<file path="src/rtl/word_collector.sv">
// Serial-to-parallel result collector for the FIOS Montgomery datapath.
// Gathers WORDS LS-first words and offers them on a valid/ready handshake.
module word_collector #(
  parameter int WIDTH = 17,
  parameter int WORDS = 8
) (
  input  logic                     clock_i,
  input  logic                     reset_i,
  input  logic                     en_i,
  input  logic                     start_i,
  input  logic                     valid_i,
  input  logic [WIDTH-1:0]         data_i,
  input  logic                     ready_i,
  output logic [WORDS*WIDTH-1:0]   data_o,
  output logic                     valid_o,
  output logic                     busy_o,
  output logic                     error_o
);

  localparam int CNT_W = $clog2(WORDS + 1);

  typedef enum logic [1:0] {
    IDLE,
    COLLECT,
    FULL
  } state_t;

  state_t                   state_q, state_d;
  logic [CNT_W-1:0]         count_q, count_d;
  logic [WORDS*WIDTH-1:0]   data_q, data_d;
  logic                     error_q, error_d;
  logic                     restart;

  // In FULL a start only counts when it coincides with the handshake.
  assign restart = start_i && ((state_q != FULL) || ready_i);

  always_comb begin
    state_d = state_q;
    count_d = count_q;
    data_d  = data_q;
    error_d = error_q;
    if (en_i) begin
      if (restart) begin
        state_d = COLLECT;
        error_d = 1'b0;
        count_d = '0;
        if (valid_i) begin
          data_d[WIDTH-1:0] = data_i;
          count_d = CNT_W'(1);
        end
      end else begin
        unique case (state_q)
          IDLE: begin
            state_d = IDLE;
          end
          COLLECT: begin
            if (valid_i) begin
              for (int k = 0; k < WORDS; k++) begin
                if (count_q == CNT_W'(k)) begin
                  data_d[k*WIDTH +: WIDTH] = data_i;
                end
              end
              count_d = count_q + 1'b1;
              if (count_q + 1'b1 == CNT_W'(WORDS)) begin
                state_d = FULL;
              end
            end
          end
          FULL: begin
            if (valid_i) begin
              error_d = 1'b1;
            end
            if (ready_i) begin
              state_d = IDLE;
              count_d = '0;
            end
          end
          default: begin
            state_d = IDLE;
            count_d = '0;
          end
        endcase
      end
    end
  end

  always_ff @(posedge clock_i or posedge reset_i) begin
    if (reset_i) begin
      state_q <= IDLE;
      count_q <= '0;
      data_q  <= '0;
      error_q <= 1'b0;
    end else begin
      state_q <= state_d;
      count_q <= count_d;
      data_q  <= data_d;
      error_q <= error_d;
    end
  end

  assign data_o  = data_q;
  assign valid_o = (state_q == FULL);
  assign busy_o  = (state_q != IDLE);
  assign error_o = error_q;

endmodule

</file>
<file path="config.mk">
export PLATFORM = sky130hd
export DESIGN_NAME = word_collector
export DESIGN_NICKNAME = d
export VERILOG_FILES = /design/src/rtl/word_collector.sv
export SDC_FILE = /design/constraint.sdc
export NUM_CORES = 1
export LEC_CHECK = 0
export ABC_AREA = 1
export ABC_CLOCK_PERIOD_IN_PS = 8900
export BUFFER_PORTS_ARGS = -buffer_cell sky130_fd_sc_hd__buf_4
export CORE_MARGIN = 1
export CORE_UTILIZATION = 35
export CTS_CLUSTER_DIAMETER = 200
export DETAILED_ROUTE_END_ITERATION = 10
export GPL_TIMING_DRIVEN = 0
export PLACE_DENSITY_LB_ADDON = 0.05
export RECOVER_POWER = 50
export SYNTH_ARGS = -nofsm -noshare
export SYNTH_HDL_FRONTEND = slang
export SYNTH_SLANG_ARGS = --single-unit
</file>
<file path="constraint.sdc">
create_clock -name clock_i -period 8.9 [get_ports clock_i]
set_input_delay 1.78 -clock clock_i [delete_from_list [all_inputs] [get_ports clock_i]]
set_output_delay 1.78 -clock clock_i [all_outputs]
set_load 0.1 [all_outputs]
</file>
Word level (Yosys, flattened, before mapping)
Index checks and enable logic that the tools add are counted.
{"block": "classes", "addsub": 1, "n_eq_ne": 17, "n_mux": 18, "bitwise": 1, "n_reduce_logical": 20}
{"op": "$mux 17", "n": 5}
{"op": "$reduce_and 5->1", "n": 8}
{"op": "$eq 4x3->1 const B", "n": 4}
{"op": "$mux 4", "n": 3}
{"op": "$pmux 4 s3", "n": 1}
{"op": "$reduce_bool 2->1", "n": 5}
{"op": "$eq 4x2->1 const B", "n": 2}
{"op": "$mux 2", "n": 4}
{"op": "$ne 2x2->1 const B", "n": 4}
{"op": "$reduce_and 4->1", "n": 2}
{"op": "$ne 3x3->1 const B", "n": 2}
{"op": "$add 4x1->4 const B", "n": 1}
{"op": "$eq 4x1->1 const B", "n": 1}
{"op": "$eq 4x4->1 const B", "n": 1}
{"op": "$logic_not 4->1", "n": 1}
{"op": "$mux 1", "n": 4}
{"op": "$pmux 2 s2", "n": 1}
{"op": "$ne 3x2->1 const B", "n": 1}
{"op": "$reduce_and 3->1", "n": 1}
{"op": "$eq 2x1->1 const B", "n": 1}
{"op": "$eq 2x2->1 const B", "n": 1}
{"op": "$logic_not 2->1", "n": 1}
{"op": "$logic_and 1x1->1", "n": 1}
{"op": "$logic_or 1x1->1", "n": 1}
{"op": "$not 1->1", "n": 1}
{"block": "totals", "register_bits": 143, "in_bits": 23, "output_inout_bits": 139, "word_cells": 68}

Logic depth before layout (Yosys ltp)
Gate-level depths: netlist of run 1.
{"block": "logic_depth", "word_depth": 6, "depth_mapped": 9}

Worst setup path after synthesis of run 1
Ideal clock, no wire load.
{"block": "synth_path", "path_type": "reg2out", "from": "reg state_q[1]", "to": "out busy_o", "arrival_time_ps": 1143, "setup_slack_ps": 5977, "stages_incl_launch_ff": 3, "path_buffers": 0, "path_cell_list": "dfrtp_1 -> inv_1 -> nand2_1"}
{"block": "synth_via", "elab_chain_len": 1}
{"element": "start: declaration", "line": "28", "text": "state_t state_q, state_d;"}
{"element": "start signal: assignment", "line": "94", "text": "state_q <= state_d;"}
{"element": "$reduce_bool 2->1", "line": "103", "text": "assign busy_o = (state_q != IDLE);"}
{"element": "end: declaration", "line": "16", "text": "output logic busy_o,"}
Every way passes these cells.

Worst setup path in the final report of run 1
{"block": "layout_path", "from": "in ready_i", "to": "reg data_q[80] (netlist: data_o[80])"}
{"block": "layout_via", "elab_chain_len": 4}
{"element": "start: declaration", "line": "13", "text": "input logic ready_i,"}
{"element": "$logic_or 1x1->1", "line": "35", "text": "assign restart = start_i && ((state_q != FULL) || ready_i);"}
{"element": "$logic_and 1x1->1", "line": "35"}
{"element": "$not 1->1 (no line)"}
{"element": "$reduce_and 5->1 (no line)"}
{"element": "end signal: assignment", "line": "96", "text": "data_q <= data_d;"}
{"element": "end: declaration", "line": "30", "text": "logic [WORDS*WIDTH-1:0] data_q, data_d;"}
Every way passes these cells.
A chain may end at the register's enable or synchronous reset.

==> flow_summary.yaml, run 1 <==
drt:
  final_antenna_net_count: 0
  drtPass1Iterations: 5
  drt_iter0_markers: 305
  totalWireLength_um: 20600
  vias: 5652
  viasPerCell: 5.13
  routedWlPerCell_um: 18.7
  drc_errors: 0
clock_tree:
  tritoncts: "built"
  cts_sinks: 143
  cts_buffers: 17
  path_clk_slew_ps: 60
  postCtsResizedCells: 0
  root_buffer: "clkbuf_16"
  cts.htree.levels: 4
  post-cts-setup-buffers: 0
  clk_latency_ps: 420
  ctsLongestPathBuffers: 2
  holdBufCountCts: 0
place:
  post-place-cells: 1070
  place_congestion: 0.831
  port_buffers: 144
  hpwl_um: 14200
global_route:
  grt.overflow.total: 0
  grtUsageTotal_pct: 23.0
  grt_max_degree: 85
  grt_pass1_vias: 5361
  antenna_found_initial: 0
  grt_pass1_wl_um: 31300
synthesis:
  ys_async_sr_fraction_pct: 100
  seq_area_frac_synth_pct: 56.1
  synthAdderAreaFrac_pct: 0.785
  ys_types: 23
  synth_ff_type: "dfrtp_1"
  netlist.area_leader.share_pct: 56.1
  ys_ff_latch: 143
  yosys_warnings: 0
  syn_nets: 727
  synth_xor_area_share_pct: 0
  netlist_area_um2: 6370
  synth.area.top_cells: "dfrtp_1 56%, nand2_1 16%, nand4_1 12%"
  synthMuxAreaShare_pct: 0
  synthSimpleGateAreaFrac_pct: 32.9
  synth_area_leader_cell: "dfrtp_1"
  synth_compound_area_share_pct: 2.04
  synth_edf_count: 0
  syn-mean-instance-area_um2: 9.11
  syn_inst: 700
  synth_top_family_by_area: "simple AND/OR/NAND/NOR gates"
critical_path:
  r2r_end: "data_o[80]"
  r2r.worst_path.cells: 9
  cp-end-kind: "flip-flop"
  cp-start-kind: "primary input"
  critical_path_buf_inv_count: 5
  crit-reg2reg-launch: "state_q[0]"
  worst-r2r-setup-slack_ps: 5420
  path_cells: "clkbuf_4 > inv_1 > nand3_1 > nand2_1 > inv_1 > nor2_1 > clkbuf_1 > clkbuf_1 > nand4_1 > nand2_1"
  critPathSlowestCell: "nor2_1"
  path_delay_family: "simple AND/OR/NAND/NOR gates"
  critical_path_class: "primary input to flip-flop"
  cp_max_fo: 10
  cp_data_arrival_time_ps: 4830
  max_stage_delay_ps: 1160
  cp.required_ps: 9260
power_and_ir_drop:
  switchingPower_mw: 1.58
  total_power_mw: 3.06
  switching_share_pct: 51.6
  p_comb_share_pct: 47.0
  power.density_nw_per_um2: 373
  seqPwrFrac_pct: 28.9
  leakage_nw: 4.53
  power.clock.fraction_pct: 24.1
  p_int_mw: 1.48
  ir_drop_mv: 0.298
sta:
  fmax_mhz: 224
  tightest_slew_ps: 2810
  setup_viol: 0
  hold_ws_ps: 470
  setup_tns_ps: 0
  fin_crit_sh_pct: 50.2
  finClkSkew_ps: 4.79
  rsz0062_at_grt: "no"
  post-route-min-period_ps: 4470
  hold_viol: 0
  max_slew_margin_pct: -88.2
  slew_viol_final: 70
floorplan:
  std_cell_rows: 48
  coreArea_um2: 17500
  initial_utilization_pct: 36.4
  fp.dieH_um: 137
  die-area_um2: 18800
  die_w_um: 137
  ios: 162
worst_hold_path:
  hold_path_end: "data_o[88]"
  hold_start: "data_o[88]"
  min_path_cells: 2
  hold_path_class: "flip-flop to flip-flop"
layout:
  fin_cells: 1102
  drive_above_1_share_pct: 24.9
  area_growth_pct: 28.7
  antenna_cells: 0
  fin_nets: 891
  final_common_cell: "nand2_1"
  fin_util_pct: 46.8
  mostFrequentLayoutCells: "276 x nand2_1, 143 x dfrtp_1, 129 x buf_4"
run_status:
  status: "complete, but fails checks"
  failed_checks: "max-capacitance violations, max-slew violations"
run:
  cap_violations: 2
==> tightest hold or removal path, delay by kind of cell (launching register included) <==
family	cells	cell delay (ps)
simple gates	2	100
flops	1	340
==> metrics by stage <==
stage | cell area, um^2 | setup WS (ps)
floorplan | 6370 | 3280
global placement | 7740 | 1570
detailed placement | 7770 | 5630
CTS | 8380 | 5750
global route | 8210 | 4250
finish | 8210 | 4430
==> cells by family (layout without fill, tap and decap cells) <==
logic type      after synthesis  count (layout)
compound gates               26              26
fa+ha+maj                     4               4
buf+inv                     100             277
flops                       143             143
simple gates                427             427
==> layer usage <==
layer | up-vias | global-route usage (%) | part of all wire (%)
li1 | 2664 | - | -
met1 | 2790 | 32.7 | 47
met2 | 174 | 34.9 | 47
met3 | 24 | 4.85 | 5.2
met4 | 0 | 7.14 | 1.6
met5 | - | 0 | 0
==> power by group through the flow <==
stage          combinational [mW]  clock (mW)  sequential [mW]
6_report                     1.44       0.738            0.884
5_1_grt                      1.49       0.777            0.897
4_1_cts                      1.46       0.746            0.885
3_5_place_dp                 1.46           0            0.894
3_3_place_gp                 1.45           0            0.891
2_1_floorplan               0.252           0             1.77
==> cell type report <==
cell class	instances	area, um^2
Inverter	38	144
Clock buffer	21	470
Sequential cell	143	3580
Buffer	62	312
Multi-Input combinational cell	457	2230
Fill cell	1772	9330
Timing Repair Buffer	145	1060
Tap cell	225	282
Clock inverter	11	138
==> synth_stat cells, types with 2 or more instances <==
library cell and count:
inv_2 2, ha_1 4, nor2_8 2, nand3_1 6
nand3_2 2, nor2_4 5, nand3_4 7, dfrtp_1 143
nand4_1 121, nor2_1 5, o21ai_0 23, buf_2 36
a21oi_1 2, buf_6 11, nand2_1 276, clkbuf_1 13
inv_1 36
==> worst max-delay path by stage <==
stage                           from         end  slack (ps)  cells past startpoint
after CTS                 state_q[0]     valid_o        5750                      4
after global routing         ready_i  data_o[81]        4250                     10
after global placement       reset_i  data_o[74]        1570                      2
after detailed placement     ready_i  data_o[85]        5630                     10
final                        ready_i  data_o[80]        4430                     10
after floorplan              reset_i  count_q[0]        3280                      1
==> sequential cells by signal (all words and copies together), names as in the netlist <==
signal,cells
count_q,4
error_o,1
data_o,136
state_q,2
Note: power is estimated with default switching activity, not from simulation.
==> run 2, diff against run 1 <==
- ABC_CLOCK_PERIOD_IN_PS: 8900 -> 3680
- clock period: 8.9 -> 3.68 ns (I/O delays scaled with it)
==> run 2 against run 1 <==
Compared with the run above:
- the flow now finishes without violations
- largest power group unchanged
- die area stayed put
- clock power is 130% higher
- core utilization is 0.36 points lower
- routed wire length is 0.83% higher
- worst setup slack worse by 3400 ps
- via count is 0.21% higher
==> flow_summary.yaml, run 2 (same netlist as run 1, synthesis figures left out) <==
run_status:
  status: "finished, final reports clean"
clock_tree:
  path_clk_slew_ps: 60
  ctsLongestPathBuffers: 2
  root_buffer: "clkbuf_16"
  cts_buffers: 17
  tritoncts: "built"
  post-cts-setup-buffers: 0
  cts.htree.levels: 4
  holdBufCountCts: 0
  cts_sinks: 143
  postCtsResizedCells: 0
  clk_latency_ps: 420
drt:
  routedWlPerCell_um: 18.8
  vias: 5664
  final_antenna_net_count: 0
  drt_iter0_markers: 339
  drc_errors: 0
  drtPass1Iterations: 5
  viasPerCell: 5.13
  totalWireLength_um: 20800
floorplan:
  std_cell_rows: 48
  initial_utilization_pct: 36.4
  die_w_um: 137
  coreArea_um2: 17500
  ios: 162
  die-area_um2: 18800
  fp.dieH_um: 137
critical_path:
  r2r_end: "data_o[116]"
  cp_data_arrival_time_ps: 2980
  worst-r2r-setup-slack_ps: 1060
  critical_path_class: "flip-flop to flip-flop"
  cp-start-kind: "flip-flop"
  path_cells: "inv_1 > nand3_1 > nand2_1 > inv_1 > nor2_8 > clkbuf_1 > clkbuf_1 > nand4_1 > nand2_1"
  r2r.worst_path.cells: 9
  cp.required_ps: 4040
  crit-reg2reg-launch: "state_q[0]"
  cp-end-kind: "flip-flop"
  max_stage_delay_ps: 620
  critPathSlowestCell: "clkbuf_1"
  cp_max_fo: 10
layout:
  final_common_cell: "nand2_1"
  fin_nets: 894
  largest_reg_flops: 136
  antenna_cells: 0
  n_fill_cell: 1800
  drive_above_1_share_pct: 21.1
  area_growth_pct: 27.7
  mostFrequentLayoutCells: "276 x nand2_1, 143 x dfrtp_1, 121 x nand4_1"
sta:
  max_slew_margin_pct: 10.9
  slew_viol_final: 0
  fmax_mhz: 382
  fin_crit_sh_pct: 71.2
  finClkSkew_ps: 4.40
  hold_viol: 0
  hold_ws_ps: 467
  post-route-min-period_ps: 2620
  tightest_slew_ps: 1340
  setup_slack_ps: 1060
  setup_tns_ps: 0
  rsz0062_at_grt: "no"
  setup_viol: 0
global_route:
  grt_max_degree: 42
  grt_pass1_vias: 5390
  grt_pass1_wl_um: 31700
  grtUsageTotal_pct: 23.2
  antenna_found_initial: 0
  grt.overflow.total: 0
worst_hold_path:
  hold_path_class: "flip-flop to flip-flop"
  min_path_cells: 2
  hold_path_end: "data_o[85]"
  hold_start: "data_o[85]"
power_and_ir_drop:
  power.clock.fraction_pct: 23.5
  switching_share_pct: 52.1
  leakage_nw: 4.42
  seqPwrFrac_pct: 29.3
  ir_drop_mv: 0.744
  p_comb_share_pct: 47.2
  total_power_mw: 7.27
  p_int_mw: 3.48
  switchingPower_mw: 3.79
  power.density_nw_per_um2: 893
place:
  place_congestion: 0.808
  port_buffers: 144
  hpwl_um: 14400
  place_ws_ps: 1470
run:
  cap_violations: 0
run 2: cell types whose count changed in the layout (fill, tap and decap cells not counted), sizes merged:
cell      previous run  this run
clkinvlp             4         1
bufinv               3         2
clkbuf              58        95
clkinv               5         4
buf                170       141
run 2: area by class of cell:
type / count / area [um^2] / area share, %
plain buffers: 62 / 342 / 4.19
clock buffers: 26 / 499 / 6.13
clock inverters: 6 / 80.1 / 0.983
inverters: 38 / 144 / 1.77
multi-input cells: 457 / 2260 / 27.8
flip-flops and latches: 143 / 3580 / 43.9
well taps: 225 / 282 / 3.46
repair buffers: 148 / 957 / 11.8
run 2: power by group through the flow:
stage | clock (mW) | sequential, mW | combinational [mW]
floorplan | 0 | 4.27 | 0.609
global placement | 0 | 2.15 | 3.50
detailed placement | 0 | 2.16 | 3.54
CTS | 1.74 | 2.14 | 3.54
global route | 1.80 | 2.17 | 3.58
finish | 1.71 | 2.13 | 3.43
run 2: layer usage:
| layer | vias up | track usage (%) | wire [um] |
|---|---|---|---|
| met3 | 22 | 4.70 | 1300 |
| met5 | - | 0 | 0 |
| met4 | 0 | 6.78 | 257 |
| met2 | 198 | 35.4 | 9700 |
| met1 | 2783 | 33.2 | 9560 |
| li1 | 2661 | - | - |
run 2: critical path, delay by kind of cell, from the launching register on:
family,cells,cell delay [ps]
and+or+nand+nor,5,850
buffers and inverters,4,1290
DFF,1,410
run 2: worst max-delay path by stage:
stage	startpoint	depth (start not counted)	endpoint	slack, ps
6_report	state_q[0]	9	data_o[116]	1060
5_1_grt	reset_i	5	data_o[113]	820
4_1_cts	state_q[0]	4	valid_o	1580
3_5_place_dp	ready_i	10	data_o[92]	1470
3_3_place_gp	reset_i	2	data_o[73]	200
2_1_floorplan	reset_i	1	count_q[0]	1150
run 2: per-stage QoR:
step	cells	cell area [um^2]	util, %
CTS	1105	8410	47.9
floorplan	700	6380	-
detailed placement	1073	7830	44.6
global placement	1069	7740	44.1
finish	1105	8140	46.4
global route	1105	8140	46.4
==> run 3, diff against run 2 <==
- ABC_CLOCK_PERIOD_IN_PS: 3680 -> 2700
- clock period: 3.68 -> 2.7 ns (I/O delays scaled with it)
==> run 3 against run 2 <==
Compared with the run above:
- sequential cell count unchanged
- routed wire length decreased by 0.13%
- sequential power increased by 37%
- clock power increased by 36%
- sequential share of layout area decreased by 0.081 points
- clock-buffer cell count unchanged
- non-clock buffer count unchanged
- worst setup slack got worse by 580 ps
- cell count unchanged
- core utilization increased by 0.086 points
- first-iteration DRC count increased by 8.3%
- clock skew about the same
- critical path type is now flip-flop to output port
- critical endpoint is now data_o[97]
==> flow_summary.yaml, run 3 (same netlist as run 1, synthesis figures left out) <==
layout:
  n_fill_cell: 1795
  multiInputGateArea_um2: 2280
  drive_above_1_share_pct: 20.7
  seq_area_um2: 3580
  final_common_cell: "nand2_1"
  largest_reg_flops: 136
  antenna_cells: 0
  fin_nets: 894
  fin_cells: 1105
  mostFrequentLayoutCells: "276 x nand2_1, 143 x dfrtp_1, 121 x nand4_1"
  area_growth_pct: 28.0
critical_path:
  cp_data_arrival_time_ps: 1680
  path_cells: "clkbuf_1"
  cp-end-kind: "output port"
  critPathSlowestCell: "clkbuf_1"
  cp_max_fo: 2
  cp-start-kind: "flip-flop"
  critical_path_class: "flip-flop to output port"
  cp.required_ps: 2160
  path_delay_family: "buffers and inverters"
  max_stage_delay_ps: 910
  worst-r2r-setup-slack_ps: 830
  critical_path_buf_inv_count: 1
sta:
  fmax_mhz: 451
  max_slew_margin_pct: 17.3
  rsz0062_at_grt: "no"
  setup_slack_ps: 482
  setup_viol: 0
  finClkSkew_ps: 4.32
  post-route-min-period_ps: 2220
  fin_crit_sh_pct: 82.1
  hold_viol: 0
  slew_viol_final: 0
  tightest_slew_ps: 1250
  setup_tns_ps: 0
floorplan:
  std_cell_rows: 48
  die_w_um: 137
  initial_utilization_pct: 36.4
  ios: 162
  coreArea_um2: 17500
  fp.dieH_um: 137
  die-area_um2: 18800
clock_tree:
  root_buffer: "clkbuf_16"
  ctsLongestPathBuffers: 2
  tritoncts: "built"
  clk_latency_ps: 420
  cts.htree.levels: 4
  post-cts-setup-buffers: 0
  cts_buffers: 17
  cts_sinks: 143
  postCtsResizedCells: 0
  holdBufCountCts: 0
  path_clk_slew_ps: 60
global_route:
  grt_pass1_vias: 5390
  grt_max_degree: 42
  antenna_found_initial: 0
  grtUsageTotal_pct: 23.2
  grt.overflow.total: 0
  grt_pass1_wl_um: 31700
drt:
  vias: 5627
  totalWireLength_um: 20800
  drc_errors: 0
  drtPass1Iterations: 5
  routedWlPerCell_um: 18.8
  drt_iter0_markers: 367
  final_antenna_net_count: 0
  viasPerCell: 5.09
place:
  place_congestion: 0.808
  post-place-cells: 1073
  port_buffers: 144
  hpwl_um: 14400
  place_ws_ps: 684
power_and_ir_drop:
  leakage_nw: 4.40
  total_power_mw: 9.91
  ir_drop_mv: 1.01
  power.density_nw_per_um2: 1210
worst_hold_path:
  hold_path_class: "primary input to async pin"
run_status:
  status: "finished, final reports clean"
run:
  cap_violations: 0
run 3: through the flow:
stage | cell area [um^2] | hold slack [ps] | util (%)
floorplan | 6380 | 503 | -
CTS | 8410 | 166 | 47.9
global route | 8160 | 409 | 46.5
finish | 8160 | 331 | 46.5
global placement | 7740 | 457 | 44.1
detailed placement | 7830 | 459 | 44.6
run 3: path summary, 6_finish.rpt:
check | startpoint | to | cells past startpoint
hold reg to reg | data_o[85] | data_o[85] | 2
setup / recovery | data_o[97] | data_o[97] | 1
max in group asynchronous | reset_i | data_o[117] | 4
min in group clock_i | start_i | state_q[1] | 4
setup reg to reg | count_q[3] | data_o[15] | 7
hold / removal | reset_i | data_o[7] | 2
run 3: layout make-up:
cell class | count | area share [%]
multi-input cells | 457 | 27.9
well taps | 225 | 3.45
flip-flops and latches | 143 | 43.9
inverters | 38 | 1.76
clock inverters | 6 | 0.982
clock buffers | 26 | 6.12
plain buffers | 62 | 4.60
repair buffers | 148 | 11.3
run 3: metal layers:
metal | routed length [um] | up-vias | track usage [%]
met3 | 1140 | 24 | 4.70
met1 | 9730 | 2769 | 33.2
met4 | 291 | 0 | 6.78
met5 | 0 | - | 0
li1 | - | 2660 | -
met2 | 9630 | 174 | 35.4
run 3: power breakdown:
part | switching (mW) | internal (mW)
Sequential | 0.338 | 2.58
Clock | 0.871 | 1.45
Combinational | 3.96 | 0.706
Total | 5.17 | 4.73
